**config.mk**
```make
export PLATFORM = sky130hd
export DESIGN_NAME = fetch_unit
export DESIGN_NICKNAME = d
export VERILOG_FILES = /design/src/rtl/mosby_pkg.sv /design/src/rtl/fetch_fifo.sv /design/src/rtl/fetch_unit.sv
export SDC_FILE = /design/constraint.sdc
export NUM_CORES = 1
export LEC_CHECK = 0
export CAP_MARGIN = 5
export CORE_UTILIZATION = 45
export DETAILED_ROUTE_END_ITERATION = 8
export PLACE_DENSITY = 0.76
export REMOVE_ABC_BUFFERS = 1
export SLEW_MARGIN = 20
export SYNTH_ARGS = -nofsm -noshare
export SYNTH_HDL_FRONTEND = slang
export SYNTH_SLANG_ARGS = --single-unit
```
**constraint.sdc**
```tcl
create_clock -name clk_2 -period 10.45 [get_ports clk_2]
set_input_delay 2.6125 -clock clk_2 [delete_from_list [all_inputs] [get_ports clk_2]]
set_output_delay 2.6125 -clock clk_2 [all_outputs]
set_load 0.005 [all_outputs]
```
**src/rtl/mosby_pkg.sv**
```systemverilog
// Shared constants and types for the fetch unit and its prefetch queue.
package mosby_pkg;

    localparam int ADDR_W = 16;
    localparam int DATA_W = 8;
    localparam logic [DATA_W-1:0] NOP = 8'hEA;

    typedef enum logic {
        IDLE = 1'b0,
        BUSY = 1'b1
    } fetch_state_t;

    typedef struct packed {
        logic [DATA_W-1:0] data;
        logic [ADDR_W-1:0] addr;
    } fetch_entry_t;

    localparam int ENTRY_W = $bits(fetch_entry_t);

    // Fetch addresses wrap modulo 2^16.
    function automatic logic [ADDR_W-1:0] next_pc(input logic [ADDR_W-1:0] pc);
        return pc + ADDR_W'(1);
    endfunction

endpackage

```
**src/rtl/fetch_fifo.sv**
```systemverilog
// Prefetch queue storage: DEPTH entries of WIDTH bits with head/tail pointers and occupancy.
module fetch_fifo #(
    parameter int DEPTH = 4,
    parameter int WIDTH = 24
) (
    input  logic                     clk_2,
    input  logic                     rst,
    input  logic                     clear,
    input  logic                     push,
    input  logic [WIDTH-1:0]         push_data,
    input  logic                     pop,
    output logic [WIDTH-1:0]         head,
    output logic [$clog2(DEPTH):0]   count
);

    localparam int AW = $clog2(DEPTH);
    localparam int CW = AW + 1;

    logic [WIDTH-1:0] store [DEPTH];
    logic [AW-1:0]    rd_ptr;
    logic [AW-1:0]    wr_ptr;

    // Pointers wrap naturally because DEPTH is a power of two.
    always_ff @(posedge clk_2) begin
        if (!rst || clear) begin
            rd_ptr <= '0;
            wr_ptr <= '0;
            count  <= '0;
        end else begin
            if (push) begin
                wr_ptr <= wr_ptr + AW'(1);
            end
            if (pop) begin
                rd_ptr <= rd_ptr + AW'(1);
            end
            count <= count + CW'(push) - CW'(pop);
        end
    end

    always_ff @(posedge clk_2) begin
        if (push) begin
            store[wr_ptr] <= push_data;
        end
    end

    assign head = store[rd_ptr];

endmodule

```
**src/rtl/fetch_unit.sv**
```systemverilog
// Byte prefetcher: one outstanding memory read feeding a DEPTH-entry queue toward the decoder.
// Optional FETCH_BYPASS_EN forwards an ack straight to the decoder when the queue is empty.
module fetch_unit
    import mosby_pkg::*;
#(
    parameter int                DEPTH    = 4,
    parameter logic [ADDR_W-1:0] RESET_PC = 16'h0000
) (
    input  logic               clk_2,
    input  logic               rst,
    output logic               mem_rd,
    output logic [ADDR_W-1:0]  mem_addr,
    input  logic [DATA_W-1:0]  mem_data,
    input  logic               mem_ack,
    input  logic               flush,
    input  logic [ADDR_W-1:0]  flush_addr,
    output logic [DATA_W-1:0]  instruction,
    output logic               instr_valid,
    input  logic               instr_ready,
    output logic [ADDR_W-1:0]  instr_pc,
    output fetch_state_t       state
);

    localparam int CW = $clog2(DEPTH) + 1;

    logic [ADDR_W-1:0]  fpc;
    logic               discard;
    logic [CW-1:0]      count;
    logic [CW-1:0]      count_after;
    logic [ENTRY_W-1:0] head_raw;
    fetch_entry_t       head;
    fetch_entry_t       push_entry;
    logic               q_empty;
    logic               ack_live;
    logic               bypass;
    logic               push;
    logic               pop;
    logic               can_issue;

    assign head       = fetch_entry_t'(head_raw);
    assign push_entry = '{data: mem_data, addr: mem_addr};
    assign q_empty    = (count == '0);

    // An ack is only useful if it answers a live request that no flush has orphaned.
    assign ack_live = (state == BUSY) && mem_ack && !discard && !flush;

`ifdef FETCH_BYPASS_EN
    assign bypass = q_empty && ack_live;

    always_comb begin
        instr_valid = !q_empty || bypass;
        instruction = NOP;
        instr_pc    = fpc;
        if (!q_empty) begin
            instruction = head.data;
            instr_pc    = head.addr;
        end else if (bypass) begin
            instruction = mem_data;
            instr_pc    = mem_addr;
        end
    end
`else
    assign bypass = 1'b0;

    always_comb begin
        instr_valid = !q_empty;
        instruction = NOP;
        instr_pc    = fpc;
        if (!q_empty) begin
            instruction = head.data;
            instr_pc    = head.addr;
        end
    end
`endif

    // A bypassed byte that the decoder takes immediately never enters the queue.
    assign push = ack_live && !(bypass && instr_ready);
    assign pop  = !q_empty && instr_ready && !flush;

    assign count_after = count + CW'(push) - CW'(pop);
    assign can_issue   = (count_after < CW'(DEPTH));

    fetch_fifo #(
        .DEPTH (DEPTH),
        .WIDTH (ENTRY_W)
    ) u_fifo (
        .clk_2     (clk_2),
        .rst       (rst),
        .clear     (flush),
        .push      (push),
        .push_data (push_entry),
        .pop       (pop),
        .head      (head_raw),
        .count     (count)
    );

    always_ff @(posedge clk_2) begin
        if (!rst) begin
            state    <= IDLE;
            mem_rd   <= 1'b0;
            mem_addr <= RESET_PC;
            fpc      <= RESET_PC;
            discard  <= 1'b0;
        end else if (flush) begin
            fpc <= flush_addr;
            // The bus cannot be cancelled: wait out the old request and drop its data.
            if (state == BUSY && !mem_ack) begin
                discard <= 1'b1;
            end else begin
                state   <= IDLE;
                mem_rd  <= 1'b0;
                discard <= 1'b0;
            end
        end else if (state == IDLE || mem_ack) begin
            discard <= 1'b0;
            if (can_issue) begin
                state    <= BUSY;
                mem_rd   <= 1'b1;
                mem_addr <= fpc;
                fpc      <= next_pc(fpc);
            end else begin
                state  <= IDLE;
                mem_rd <= 1'b0;
            end
        end
    end

endmodule
```
==> qor.yml, run 1 <==
slowest_stage: "and3_1"
die_y_um: 115
die-area_um2: 13300
syn-mean-instance-area_um2: 15.5
yosysSeqAreaShare_pct: 65.0
worstPathRequired_ns: 10.75
p_per_area_nw_per_um2: 174
ios: 72
path_delay_family: "simple AND/OR/NAND/NOR gates"
cts_resized: 0
r2r_start: "u_fifo.count[1]"
async_flop_share_pct: 0
wirelength_um: 11700
ir_worst_vdd_v: 0.0000913
placement_rows: 40
gr-total-overflow: 0
clkTransAtPathRegs_ns: 0.06
fin_cells: 628
worstReg2RegEnd: "mem_addr[8]"
synth_edf_count: 96
holdPathStages: 0
outcome: "finished clean"
wl_met1_um: 4820
drive_above_1_share_pct: 19.1
post_cts_buffers: 0
grt_pass1_vias: 3525
top_layer: "met4"
clock.fmax_mhz: 169
ctsHoldBuffers: 0
grt_max_degree: 37
worstRegToRegCells: 12
syn_area_um2: 5760
synth_cells: 371
clock_latency_ns: 0.41
p_leak_nw: 2.42
drc: 0
ys_dominant_reg_cell: "edfxtp_1"
port_buffers: 71
num_vias: 3361
final_max_slew_viol_count: 0
first_pass_iters: 4
wl_per_cell_um: 18.6
slew_headroom_pct: 32.0
yosys_warnings: 0
fin_crit_sh_pct: 56.8
numPlacedInstances: 596
fin_nets: 484
numCtsBuffers: 17
wl_met2_um: 6020
cts-root-buf: "clkbuf_16"
hp-start: "mem_addr[11]"
antenna_found_initial: 0
path_class: "primary input to flip-flop"
ys_types: 42
crit_path_cell_trace: "clkdlybuf4s50_1 > nor3_1 > ha_1 > inv_1 > fa_1 > xnor3_2 > and3_1 > mux2i_1 > nor2b_1"
worst_slack_ns: 4.52
start_kind: "primary input"
chipWidth_um: 115
dp_slack_ns: 4.11
fin_worst_skew_ns: 0.0112
maxCapViolations: 0
period_minus_slack_ns: 5.93
r2r_slack_ns: 6.64
core_um2: 12300
grt.total_usage_pct: 19.4
initial_utilization_pct: 47.0
ys_ff_latch: 139
setup_tns_ns: 0
crit_arrival_ns: 6.23
cp-end-kind: "flip-flop"
hold_class: "flip-flop to flip-flop"
clockBufferDepth: 2
area_growth_pct: 25.2
finalHoldViolations: 0
routabilityCongestion: 0.758
drt_iter0_drc: 307
cts_tree: "done"
whs_endpoint: "u_fifo.store[0][11]"
setup_viol: 0
clock_sinks: 139
cp_max_fo: 16
n_antenna_cell: 0
grt_pass1_wl_um: 18600
rsz0062_at_grt: "no"
htree_levels: 4
route.met3.wl_um: 724
tightest_slew_ns: 1.02
post_drt_via_cell_ratio: 5.35
hpwl_um: 7070
path_buf_inv: 2
max_stage_delay_ns: 0.87
ant_nets: 0
-- metal layers --
layer / vias up / track usage (%)
met5: - / 0
met4: 0 / 7.71
met3: 14 / 4.96
met2: 111 / 32.0
met1: 1659 / 24.8
li1: 1577 / -
-- stage by stage --
stage | hold slack [ns] | area (µm²) | power (mW) | utilization [%]
6_report | 0.521 | 7210 | 1.26 | 58.8
5_1_grt | 0.541 | 7210 | 1.30 | 58.8
4_1_cts | 0.525 | 7210 | 1.27 | 58.8
3_5_place_dp | 0.513 | 6640 | 0.700 | 54.2
3_3_place_gp | 0.506 | 6640 | 0.698 | 54.2
2_1_floorplan | 0.474 | 5660 | 0.654 | -
-- power by group --
part,internal [mW],switching (mW),total (mW),leakage [nW]
clock,0.332,0.236,0.568,0.269
sequential,0.598,0.0140,0.612,1.24
combinational,0.0454,0.0310,0.0763,0.915
-- cells in the mapped netlist, types with 6 or more instances --
master | number | area (µm²)
mux2i_1 | 18 | 180
edfxtp_1 | 96 | 2880
nor2_1 | 9 | 33.8
nor2b_1 | 19 | 119
and2_1 | 7 | 43.8
a31oi_1 | 7 | 43.8
xnor2_1 | 6 | 52.6
clkbuf_1 | 14 | 52.6
mux2_2 | 16 | 180
dfxtp_1 | 43 | 861
inv_1 | 9 | 33.8
nand4_1 | 7 | 43.8
o21ai_0 | 16 | 80.1
ha_1 | 7 | 87.6
or4_1 | 9 | 67.6
o31ai_1 | 6 | 45.0
mux4_2 | 24 | 541
nand2_1 | 8 | 30.0
-- registers in the layout, summed over array words and instances, names as in the netlist, named ones only --
register,count
discard,1
fpc,16
mem_addr,16
state,1
u_fifo.count,3
u_fifo.rd_ptr,2
u_fifo.store,96
u_fifo.wr_ptr,2
-- worst max-delay path by stage --
stage	startpoint	endpoint	slack [ns]	cells after the start
2_1_floorplan	flush	mem_addr[0]	5.24	10
3_3_place_gp	flush	mem_addr[4]	4.22	9
3_5_place_dp	flush	mem_addr[8]	4.11	9
4_1_cts	flush	mem_addr[8]	4.54	9
5_1_grt	flush	mem_addr[4]	4.27	9
6_report	flush	mem_addr[8]	4.52	9
-- placed cells by master (no fill, tap or decap), drive strengths merged, types with 2 or more instances in the layout --
| master | count |
|---|---|
| a21oi | 5 |
| a31oi | 7 |
| and2 | 7 |
| and3 | 3 |
| and4 | 2 |
| buf | 7 |
| clkbuf | 18 |
| clkdlybuf4s50 | 71 |
| clkinv | 4 |
| clkinvlp | 3 |
| dfxtp | 43 |
| edfxtp | 96 |
| ha | 7 |
| inv | 15 |
| mux2 | 16 |
| mux2i | 18 |
| mux4 | 24 |
| nand2 | 8 |
| nand2b | 4 |
| nand3 | 7 |
| nand4 | 7 |
| nor2 | 9 |
| nor2b | 19 |
| nor3 | 3 |
| o21ai | 16 |
| o31ai | 6 |
| or2 | 5 |
| or4 | 9 |
| xnor2 | 6 |
| xor2 | 5 |
-- kinds of logic after synthesis --
kind of cell,after synthesis,share of synthesized area [%]
flops,139,65.0
simple gates,86,9.15
mux,58,15.6
buf+inv,30,2.28
compound gates,38,3.98
xor+xnor,12,2.09
fa+ha+maj,8,1.87
-- final cells by class --
cell class	count	area (µm²)
Clock buffer	18	429
Clock inverter	14	136
Fill cell	946	5050
Inverter	9	33.8
Multi-Input combinational cell	202	1890
Sequential cell	139	3740
Tap cell	168	210
Timing Repair Buffer	78	763
Note: power is estimated with default switching activity, not from simulation.
==> inputs of run 2 (changes only) <==
==> constraint.sdc (replaced) <==
create_clock -name clk_2 -period 6.15 [get_ports clk_2]
set_input_delay 1.5375 -clock clk_2 [delete_from_list [all_inputs] [get_ports clk_2]]
set_output_delay 1.5375 -clock clk_2 [all_outputs]
set_load 0.005 [all_outputs]
==> qor.yml, run 2 (synthesis gave the netlist of run 1 again) <==
largest_reg_flops: 96  # unchanged
final_cell_mix: "96 x edfxtp_1, 71 x clkdlybuf4s50_1, 42 x dfxtp_1, 24 x mux4_2"  # was 96 x edfxtp_1, 71 x clkdlybuf4s50_1, 42 x dfxtp_1, 24 x mux4_2, 19 x nor2b_1
hpwl_um: 7390  # was 7070 µm
finalHoldViolations: 0  # unchanged
netSwitchingPower_mw: 0.441  # was 0.281 mW
reg.largest.list: "u_fifo.store x96, fpc x16, mem_addr x16"  # unchanged
wirelength_um: 11800  # was 11700 µm
fin_nets: 485  # was 484
cp_max_fo: 12  # was 16
drc: 0  # unchanged
clock_sinks: 139  # unchanged
worstRegToRegCells: 12  # unchanged
numPlacedInstances: 597  # was 596
gr-total-overflow: 0  # unchanged
die_y_um: 115  # unchanged
sw_frac_of_total_pct: 20.2  # was 22.3%
setup_viol: 0  # unchanged
drive_above_1_share_pct: 18.9  # was 19.1%
fillers: 960  # was 946
power_frac_clock_pct: 46.5  # was 45.2%
multiInputGateArea_um2: 1890  # unchanged
placement_rows: 40  # unchanged
routabilityCongestion: 0.759  # was 0.758
setup_tns_ns: 0  # unchanged
port_buffers: 71  # unchanged
tightest_slew_ns: 0.941  # was 1.02 ns
num_vias: 3364  # was 3361
cts_resized: 0  # unchanged
first_pass_iters: 5  # was 4
ios: 72  # unchanged
clock_latency_ns: 0.41  # about the same
post_drt_via_cell_ratio: 5.35  # about the same
start_kind: "primary input"  # unchanged
maxCapViolations: 0  # unchanged
area_growth_pct: 26.0  # was 25.2%
crit_path_cell_trace: "clkdlybuf4s50_1 > nor3_1 > ha_1 > inv_1 > fa_1 > xnor3_2 > and3_1 > buf_4 > mux2i_1 > nor2b_1"  # was clkdlybuf4s50_1 > nor3_1 > ha_1 > inv_1 > fa_1 > xnor3_2 > and3_1 > mux2i_1 > nor2b_1
fin_crit_sh_pct: 75.7
chipWidth_um: 115  # unchanged
clkTransAtPathRegs_ns: 0.06  # about the same
path_class: "primary input to flip-flop"  # unchanged
post_cts_buffers: 0  # unchanged
whs_endpoint: "u_fifo.store[0][0]"  # was u_fifo.store[0][11]
antenna_found_initial: 0  # unchanged
grt_max_degree: 37  # unchanged
ir_worst_vdd_v: 0.000161  # was 0.0000913 V
crit_arrival_ns: 4.96  # was 6.23 ns
p_leak_nw: 2.45  # was 2.42 nW
r2r_start: "u_fifo.count[1]"  # unchanged
final_max_slew_viol_count: 0  # unchanged
initial_utilization_pct: 47.0  # unchanged
power_frac_seq_pct: 47.6  # was 48.7%
htree_levels: 4  # unchanged
hp-start: "mem_addr[0]"  # was mem_addr[11]
hold_class: "flip-flop to flip-flop"  # unchanged
crit_path_start: "flush"  # unchanged
ant_nets: 0  # unchanged
p_per_area_nw_per_um2: 302  # was 174 nW/µm²
core_um2: 12300  # unchanged
p_int_mw: 1.75  # was 0.976 mW
rsz0062_at_grt: "no"  # unchanged
slew_headroom_pct: 37.2  # was 32.0%
numCtsBuffers: 17  # unchanged
r2r_slack_ns: 2.52  # was 6.64 ns
drt_iter0_drc: 257  # was 307
worst_slack_ns: 1.49  # was 4.52 ns
slowest_stage: "nor3_1"  # was and3_1
holdPathStages: 0  # unchanged
ctsHoldBuffers: 0  # unchanged
grt.total_usage_pct: 19.5  # was 19.4%
outcome: "finished clean"  # unchanged
grt_pass1_wl_um: 18600  # about the same
clock.fmax_mhz: 215
dp_slack_ns: 1.10  # was 4.11 ns
period_minus_slack_ns: 4.66
cp-end-kind: "flip-flop"  # unchanged
fin_worst_skew_ns: 0.00690  # was 0.0112 ns
fin_cells: 629  # was 628
grt_pass1_vias: 3575  # was 3525
regArea_um2: 3740  # unchanged
worstPathRequired_ns: 6.45  # was 10.75 ns
wl_per_cell_um: 18.7  # was 18.6 µm
clockBufferDepth: 2  # unchanged
final_common_cell: "edfxtp_1"  # unchanged
cts_tree: "done"  # unchanged
die-area_um2: 13300  # unchanged
worstReg2RegEnd: "mem_addr[2]"  # was mem_addr[8]
p_comb_share_pct: 5.9  # was 6.1%
n_antenna_cell: 0  # unchanged
largest_register: "u_fifo.store"  # unchanged
max_stage_delay_ns: 0.67  # was 0.87 ns
cts-root-buf: "clkbuf_16"  # unchanged
==> run 2: cell count changes in the layout (fill, tap and decap cells not counted), sizes merged <==
cell	previous run	this run
inv	15	9
clkbuf	18	22
clkinv	4	6
buf	7	8
bufinv	1	2
clkinvlp	3	2
==> run 2: stage by stage <==
step	hold slack, ns	area (µm²)	util (%)	power (mW)
finish	0.534	7260	59.2	2.19
global route	0.546	7260	59.2	2.26
CTS	0.530	7260	59.2	2.21
detailed placement	0.520	6650	54.2	1.19
global placement	0.512	6650	54.2	1.19
floorplan	0.474	5660	-	1.11
==> run 2: worst max path at each step <==
stage	endpoint	cells after the start
6_report	mem_addr[2]	10
5_1_grt	mem_addr[2]	10
4_1_cts	mem_addr[2]	10
3_5_place_dp	mem_addr[1]	10
3_3_place_gp	mem_addr[7]	10
2_1_floorplan	mem_addr[0]	10
==> run 2: worst max-delay path: cells and delay by family <==
family	cells	cell delay (ns)
xor+xnor	1	0.38
fa+ha+maj	2	0.67
buf+inv	3	0.99
mux	1	0.24
simple gates	3	1.14
==> run 2: routing by layer <==
layer	routed length, µm	up-vias	track usage [%]	share of wire [%]
li1	-	1573	-	-
met1	5080	1690	25.6	43
met5	0	-	0	0
met3	614	6	5.64	5.2
met2	5990	95	31.5	51
met4	89	0	5.80	0.76
==> run 2: power by group through the flow <==
stage | registers (mW) | clock network (mW) | logic, mW
after global routing | 1.04 | 1.07 | 0.141
final | 1.04 | 1.02 | 0.129
after detailed placement | 1.06 | 0 | 0.130
after floorplan | 1.05 | 0 | 0.0581
after global placement | 1.06 | 0 | 0.128
after CTS | 1.04 | 1.04 | 0.131
==> run 2: cell type report <==
class / instances / area share, %
Timing Repair Buffer: 79 / 10.6
Inverter: 9 / 0.465
Multi-Input combinational cell: 202 / 26.0
Clock buffer: 22 / 6.84
Sequential cell: 139 / 51.6
Tap cell: 168 / 2.90
Clock inverter: 10 / 1.53
==> inputs of run 3 (changes only) <==
--- a/config.mk
+++ b/config.mk
@@ -8,7 +8,7 @@
 export CAP_MARGIN = 5
 export CORE_UTILIZATION = 45
 export DETAILED_ROUTE_END_ITERATION = 8
-export PLACE_DENSITY = 0.76
+export PLACE_DENSITY = 0.78
 export REMOVE_ABC_BUFFERS = 1
 export SLEW_MARGIN = 20
 export SYNTH_ARGS = -nofsm -noshare
==> constraint.sdc (replaced) <==
create_clock -name clk_2 -period 3.75 [get_ports clk_2]
set_input_delay 0.9375 -clock clk_2 [delete_from_list [all_inputs] [get_ports clk_2]]
set_output_delay 0.9375 -clock clk_2 [all_outputs]
set_load 0.005 [all_outputs]
==> qor.yml, run 3 (synthesis gave the netlist of run 1 again) <==
finalHoldViolations: 0  # unchanged
ctsHoldBuffers: 0  # unchanged
maxCapViolations: 0  # unchanged
die-area_um2: 13300  # unchanged
largest_register: "u_fifo.store"  # unchanged
cp-end-kind: "flip-flop"  # unchanged
slew_headroom_pct: 60.2  # was 37.2%
placement_rows: 40  # unchanged
fin_hold_ws_ns: 0.520  # was 0.534 ns
clkTransAtPathRegs_ns: 0.06  # about the same
clock_latency_ns: 0.41  # about the same
reg.largest.list: "u_fifo.store x96, fpc x16, mem_addr x16"  # unchanged
cts_resized: 0  # unchanged
antenna_found_initial: 0  # unchanged
worstRegToRegCells: 11  # was 12
first_pass_iters: 4  # was 5
crit_path_cell_trace: "clkdlybuf4s50_1 > nor3b_1 > ha_1 > inv_1 > ha_1 > inv_1 > fa_1 > xnor3_2 > nand3_4 > or4_1 > a31oi_1"  # was clkdlybuf4s50_1 > nor3_1 > ha_1 > inv_1 > fa_1 > xnor3_2 > and3_1 > buf_4 > mux2i_1 > nor2b_1
final_common_cell: "edfxtp_1"  # unchanged
fin_crit_sh_pct: 94.4
port_buffers: 71  # unchanged
slowest_stage: "or4_1"  # was nor3_1
clock_sinks: 139  # unchanged
initial_utilization_pct: 47.0  # unchanged
area_growth_pct: 27.5  # was 26.0%
post_cts_buffers: 0  # unchanged
p_leak_nw: 2.51  # was 2.45 nW
grt.total_usage_pct: 19.9  # was 19.5%
r2r_start: "u_fifo.count[1]"  # unchanged
max_stage_delay_ns: 0.52  # was 0.67 ns
grt_max_degree: 37  # unchanged
hold_class: "flip-flop to flip-flop"  # unchanged
setup_viol: 0  # unchanged
wl_per_cell_um: 18.7  # about the same
cts-root-buf: "clkbuf_16"  # unchanged
ant_nets: 0  # unchanged
holdPathStages: 2  # was 0
hp-start: "discard"  # was mem_addr[0]
p_per_area_nw_per_um2: 474  # was 302 nW/µm²
fin_nets: 499  # was 485
post_drt_via_cell_ratio: 5.41  # was 5.35
rsz0062_at_grt: "no"  # unchanged
worstPathRequired_ns: 4.09  # was 6.45 ns
ios: 72  # unchanged
largest_reg_flops: 96  # unchanged
path_class: "primary input to flip-flop"  # unchanged
drt_iter0_drc: 186  # was 257
outcome: "finished clean"  # unchanged
drc: 0  # unchanged
path_delay_family: "simple AND/OR/NAND/NOR gates"  # unchanged
routabilityCongestion: 0.773  # was 0.759
whs_endpoint: "discard"  # was u_fifo.store[0][0]
worstReg2RegEnd: "fpc[10]"  # was mem_addr[2]
final_max_slew_viol_count: 0  # unchanged
clockBufferDepth: 2  # unchanged
n_antenna_cell: 0  # unchanged
gr-total-overflow: 0  # unchanged
numCtsBuffers: 17  # unchanged
r2r_slack_ns: 0.63  # was 2.52 ns
tightest_slew_ns: 0.596  # was 0.941 ns
final_cell_mix: "96 x edfxtp_1, 71 x clkdlybuf4s50_1, 42 x dfxtp_1, 24 x mux4_2"  # unchanged
fin_worst_skew_ns: 0.00578  # was 0.00690 ns
grt_pass1_wl_um: 19100  # was 18600 µm
start_kind: "primary input"  # unchanged
clock.fmax_mhz: 283
cp_max_fo: 7  # was 12
num_vias: 3481  # was 3364
wirelength_um: 12000  # was 11800 µm
ir_worst_vdd_v: 0.000318  # was 0.000161 V
path_buf_inv: 3  # unchanged
chipWidth_um: 115  # unchanged
grt_pass1_vias: 3635  # was 3575
htree_levels: 4  # unchanged
die_y_um: 115  # unchanged
crit_arrival_ns: 3.88  # was 4.96 ns
core_um2: 12300  # unchanged
finish.utilization_pct: 59.9  # was 59.2%
drive_above_1_share_pct: 21.5  # was 18.9%
hpwl_um: 7810  # was 7390 µm
cp.depth: 11  # was 10
crit_path_start: "instr_ready"  # was flush
period_minus_slack_ns: 3.54
cts_tree: "done"  # unchanged
run 3: area by class of cell:
cell class                 count  area, µm²
clock inverter                13        120
inverter                       9       33.8
multi-input combinational    202       1890
fill                         950       4920
timing repair buffer          93        913
sequential                   139       3740
tap                          168        210
clock buffer                  19        433
run 3: tightest hold or removal path: cells and delay by family, from the launching register on:
| kind | cells | cell delay, ns |
|---|---|---|
| compound gates | 1 | 0.08 |
| flops | 1 | 0.32 |
| simple gates | 1 | 0.08 |
run 3: worst max-delay path by stage:
| stage | end | slack, ns |
|---|---|---|
| 6_report | fpc[10] | 0.21 |
| 5_1_grt | fpc[13] | 0.03 |
| 4_1_cts | fpc[10] | 0.24 |
| 3_5_place_dp | fpc[10] | -0.18 |
| 3_3_place_gp | fpc[12] | -0.03 |
| 2_1_floorplan | mem_addr[0] | -0.09 |
run 3: per-stage QoR:
| step | cell area (µm²) | instances | power (mW) | setup slack, ns | setup TNS (ns) |
|---|---|---|---|---|---|
| final | 7350 | 643 | 3.48 | 0.211 | 0 |
| after detailed placement | 6790 | 611 | 1.96 | -0.179 | -3.14 |
| after CTS | 7350 | 643 | 3.51 | 0.240 | 0 |
| after global routing | 7350 | 643 | 3.60 | 0.0293 | 0 |
| after floorplan | 5660 | 350 | 1.82 | -0.0909 | -1.45 |
| after global placement | 6790 | 611 | 1.96 | -0.0339 | -0.0768 |
run 3: per-layer routing:
metal  wire length, µm  up-vias  track usage (%)
met3               627       23             6.75
met5                 0        -                0
met2              5990       94             33.5
met4               233        0             7.10
li1                  -     1610                -
met1              5190     1754             23.9
run 3: power breakdown:
| group | switching, mW | internal [mW] |
|---|---|---|
| combinational | 0.0909 | 0.135 |
| clock | 0.635 | 0.916 |
| sequential | 0.0388 | 1.67 |
| total | 0.765 | 2.72 |
